<file path="src/rtl/mac_column_sequencer.sv">
// Bit-serial MAC column sequencer.
// Accepts a tile of signed weights and walks its bit columns MSB first. For
// each column and each group of eight weights it chooses the cheaper way to
// form the group sum (add the ones, or subtract the zeros from the group
// total) and packs the chosen positions into four mux slots.
module mac_column_sequencer #(
   parameter int DATA_WIDTH = 8,
   parameter int VEC_LENGTH = 16
) (
   input  logic                             clk,
   input  logic                             reset,
   input  logic                             w_valid,
   output logic                             w_ready,
   input  logic [DATA_WIDTH*VEC_LENGTH-1:0] w_data,
   input  logic                             w_first,
   output logic                             col_valid,
   input  logic                             col_ready,
   output logic [4*(VEC_LENGTH/2)-1:0]      act_sel,
   output logic [VEC_LENGTH/8-1:0]          is_skip_zero,
   output logic [2:0]                       column_idx,
   output logic                             is_msb,
   output logic                             load_accum,
   output logic                             tile_done
);

   localparam int GROUPS = VEC_LENGTH / 8;
   localparam int SLOTS = 4 * GROUPS;
   localparam logic [2:0] MSB_COL = 3'(DATA_WIDTH - 1);

   typedef enum logic {IDLE, RUN} state_t;

   state_t                            state;
   logic [DATA_WIDTH*VEC_LENGTH-1:0]  weights_q;
   logic                              accept;
   logic                              advance;
   logic [DATA_WIDTH*VEC_LENGTH-1:0]  src_w;
   logic [2:0]                        next_col;
   logic [GROUPS-1:0]                 next_skip;
   logic [4*SLOTS-1:0]                next_act;

   // A new tile is only taken while idle or exactly when column 0 leaves,
   // which lets back-to-back tiles stream without a bubble.
   assign advance = col_valid & col_ready;
   assign w_ready = ~reset & ((state == IDLE) | (advance & (column_idx == 3'd0)));
   assign accept  = w_valid & w_ready;

   // The next command comes either from the incoming tile (its MSB column)
   // or from the latched tile (the column below the current one).
   assign src_w    = accept ? w_data : weights_q;
   assign next_col = accept ? MSB_COL : column_idx - 3'd1;

   // Per group: count ones in the next column, pick the sparser polarity and
   // pack the matching local positions into slots; empty slots select 8.
   always_comb begin
      int n1;
      int fill;
      next_skip = '0;
      next_act  = {SLOTS{4'd8}};
      for (int g = 0; g < GROUPS; g++) begin
         n1 = 0;
         for (int p = 0; p < 8; p++) begin
            if (src_w[(8*g+p)*DATA_WIDTH + int'(next_col)])
               n1 = n1 + 1;
         end
         next_skip[g] = (n1 <= 4);
         fill = 0;
         for (int p = 0; p < 8; p++) begin
            if ((src_w[(8*g+p)*DATA_WIDTH + int'(next_col)] == next_skip[g]) && (fill < 4)) begin
               next_act[(4*g+fill)*4 +: 4] = 4'(p);
               fill = fill + 1;
            end
         end
      end
   end

   // Control FSM; every command field is registered so col_ready never
   // reaches them combinationally.
   always_ff @(posedge clk) begin
      if (reset) begin
         state        <= IDLE;
         col_valid    <= 1'b0;
         column_idx   <= 3'd0;
         is_msb       <= 1'b0;
         load_accum   <= 1'b0;
         tile_done    <= 1'b0;
         is_skip_zero <= '0;
         act_sel      <= {SLOTS{4'd8}};
         weights_q    <= '0;
      end else if (accept) begin
         state        <= RUN;
         weights_q    <= w_data;
         col_valid    <= 1'b1;
         column_idx   <= next_col;
         is_msb       <= (next_col == MSB_COL);
         load_accum   <= w_first;
         tile_done    <= (next_col == 3'd0);
         is_skip_zero <= next_skip;
         act_sel      <= next_act;
      end else if (advance) begin
         if (column_idx == 3'd0) begin
            state      <= IDLE;
            col_valid  <= 1'b0;
            load_accum <= 1'b0;
            tile_done  <= 1'b0;
         end else begin
            column_idx   <= next_col;
            is_msb       <= (next_col == MSB_COL);
            load_accum   <= 1'b0;
            tile_done    <= (next_col == 3'd0);
            is_skip_zero <= next_skip;
            act_sel      <= next_act;
         end
      end
   end

endmodule

</file>
<file path="config.mk">
export PLATFORM = sky130hd
export DESIGN_NAME = mac_column_sequencer
export DESIGN_NICKNAME = d
export VERILOG_FILES = /design/src/rtl/mac_column_sequencer.sv
export SDC_FILE = /design/constraint.sdc
export NUM_CORES = 1
export LEC_CHECK = 0
export BUFFER_PORTS_ARGS = -buffer_cell sky130_fd_sc_hd__buf_4
export CORE_MARGIN = 2
export CORE_UTILIZATION = 30
export DETAILED_ROUTE_END_ITERATION = 8
export PLACE_DENSITY = 0.58
export SLEW_MARGIN = 25
export SYNTH_ARGS = -nofsm -noshare
export SYNTH_HDL_FRONTEND = slang
export SYNTH_SLANG_ARGS = --single-unit
</file>
<file path="constraint.sdc">
create_clock -name clk -period 23.4 [get_ports clk]
set_clock_uncertainty 0.2 [all_clocks]
set_input_delay 3.51 -clock clk [delete_from_list [all_inputs] [get_ports clk]]
set_output_delay 3.51 -clock clk [all_outputs]
set_load 0.1 [all_outputs]
</file>
==> flow_metrics.py <==
metrics = {
    "synthesis": {
        "synth_flop_cell": "dfxtp_1",
        "async_flop_share": 0,
        "synth_cells": 1745,
        "synth.most_common_cell": "nand2_1",
        "synth.avg_cell_area_um2": 7.68,
        "netlist.area_leader.share": 0.252,
        "yosys.area.top_type": "dfxtp_1",
        "synth_edf_count": 0,
        "synth_common_cells": "nand2_1 (368), dfxtp_1 (169), a21oi_1 (143), nor2_1 (118), clkbuf_1 (63)",
        "ys_ff_latch": 169,
        "synth_area_leaders": "dfxtp_1 (25%), nand2_1 (10%), ha_1 (5.5%)",
        "syn-cell-area_mm2": 0.0134,
        "synth.yosys.seq_area_share": 0.252,
        "ys_types": 114,
        "yosysWarnings": 0,
    },
    "cells_and_area": {
        "n_antenna_cell": 0,
        "area_growth_pct": 17.5,
        "drive_above_1_share": 0.177,
        "nNetsFinal": 2049,
        "fillers": 4741,
    },
    "timing": {
        "setup_viol": 0,
        "hold_viol": 0,
        "maxSlewHeadroom": 0.325,
        "finalCriticalPeriod_ps": 17930,
        "fmax_mhz": 55.8,
        "drv_slew": 0,
        "period_share": 0.766,
        "holdWs_ps": 252,
        "setup_tns_ps": 0,
        "rsz0062_at_grt": "no",
        "worst_pin_slew_ps": 984,
    },
    "worst_setup_path": {
        "crit_path_frequent_cell": "ha_1",
        "crit_fanout": 74,
        "critPathCaptureType": "flip-flop",
        "slowest_stage": "mux2i_1",
        "max_stage_delay_ps": 770,
        "r2r_cells": 60,
        "startpoint_type": "input pin",
        "r2r-start": "column_idx[0]$_SDFFE_PP0P_",
        "cp.arrival_ps": 18060,
        "required_ps": 23530,
        "r2r_setup_slack_ps": 7180,
        "r2r_end": "act_sel[3]$_SDFFE_PP1P_",
        "critical_path_class": "in -> reg",
    },
    "cts": {
        "clkTransAtPathRegs_ps": 70,
        "cts.sinks": 169,
        "ctsResizeCount": 0,
        "post-cts-setup-buffers": 0,
        "ctsHoldBuffers": 0,
        "cts_buffers": 17,
        "htree_levels": 4,
        "cts_tree": "yes",
        "clk_latency_ps": 450,
        "cts_root_buf": "clkbuf_16",
        "cts_buffer_depth": 2,
    },
    "global_route": {
        "grt_pass1_wl_um": 68400,
        "grt_max_degree": 85,
        "antenna_found_initial": 0,
        "gr-usage-all-layers": 0.182,
        "grt_pass1_vias": 12400,
        "gr-total-overflow": 0,
    },
    "status": {
        "status": "completed",
    },
    "die": {
        "dieArea_mm2": 0.0464,
        "core_mm2": 0.0441,
        "die_w_um": 215,
        "start_util": 0.304,
        "io_pins": 175,
        "rows": 77,
        "die_y_um": 215,
    },
    "detailed_routing": {
        "dr_total_vias": 13200,
        "dr.first_iter.drc_count": 936,
        "wl_per_cell_um": 17.4,
        "drt_pre_antenna_iters": 5,
        "via_per_inst": 5.35,
        "wl_um": 42900,
        "drc": 0,
        "antenna_left": 0,
    },
    "hold_path": {
        "hold_depth": 2,
        "hold_start": "weights_q[101]$_SDFF_PP0_",
        "hold_class": "reg -> reg",
        "min_to": "weights_q[101]$_SDFF_PP0_",
    },
    "job": {
        "drv_cap": 0,
    },
    "placement": {
        "hpwl_um": 32600,
        "place.gp.congestion": 0.913,
        "portBuffers": 174,
    },
}
worst max path at each step:
stage,to,slack (ps),from
finish,act_sel[3]$_SDFFE_PP1P_,5470,reset
global route,act_sel[17]$_SDFFE_PP0P_,4410,reset
CTS,act_sel[3]$_SDFFE_PP1P_,5550,reset
detailed placement,act_sel[3]$_SDFFE_PP1P_,5110,reset
global placement,act_sel[3]$_SDFFE_PP1P_,5610,reset
floorplan,act_sel[3]$_SDFFE_PP1P_,6980,reset
cell type report:
type,instances,area (um2),share of cell area
inverters,62,238,0.0151
flip-flops and latches,169,3380,0.215
repair buffers,188,1410,0.0897
multi-input cells,1419,9380,0.596
well taps,592,741,0.0471
clock inverters,13,159,0.0101
clock buffers,17,425,0.0270
cell usage in the layout, fill, tap and decap left out, types with 11 or more instances in the layout:
master / count
mux2_2: 12
nor2_1: 118
a21oi_1: 142
a211oi_1: 33
nand4_1: 23
a311oi_1: 14
nor2b_1: 12
o21ai_0: 35
a21o_1: 15
and2_1: 21
mux2i_1: 27
dfxtp_1: 168
a31oi_1: 20
nand2b_1: 21
nor4_1: 17
nand3b_1: 42
clkbuf_16: 17
and3_1: 17
xnor2_1: 39
nand2_1: 368
inv_1: 53
ha_1: 58
o31ai_1: 11
o21a_1: 13
mux4_2: 20
buf_4: 188
nand3_1: 49
nor3_1: 46
state kept, by name, summed over array words and instances, names as in the netlist:
register,flops
is_skip_zero,2
load_accum,1
state,1
column_idx,3
weights_q,128
act_sel,32
is_msb,1
tile_done,1
through the flow:
stage	std cells	worst slack (ps)	instance area, um2	util
2_1_floorplan	1753	6980	13400	-
3_3_place_gp	2430	5610	15200	0.343
3_5_place_dp	2430	5110	15200	0.343
4_1_cts	2460	5550	15700	0.357
5_1_grt	2460	4410	15700	0.357
6_report	2460	5470	15700	0.357
critical path: cells and delay by family:
kind	cells	cell delay, ps
AO/OA/AOI/OAI	14	3480
XOR/XNOR	6	2000
multiplexers	4	1720
adder cells (fa/ha/maj)	11	3150
AND/OR/NAND/NOR	17	3210
buffers and inverters	7	970
kinds of logic after synthesis:
| group | count (synthesis) | share of synthesized area |
|---|---|---|
| xor+xnor | 70 | 0.0656 |
| mux | 64 | 0.0700 |
| fa+ha+maj | 59 | 0.0551 |
| compound gates | 421 | 0.220 |
| buf+inv | 165 | 0.0517 |
| other cells | 2 | 0.000560 |
| flops | 169 | 0.252 |
| simple gates | 795 | 0.284 |
per-layer routing:
layer  up-vias  wire length [um]  global-route usage
met5         -                 0                   0
met4         0               531              0.0386
met3        28              2610              0.0330
met2       394             18900               0.281
met1      6259             20900               0.265
li1       6489                 -                   -
Power is left out: the tool's default activity adds up to more than one toggle a clock period on the data nets, which glitch-free logic cannot reach.
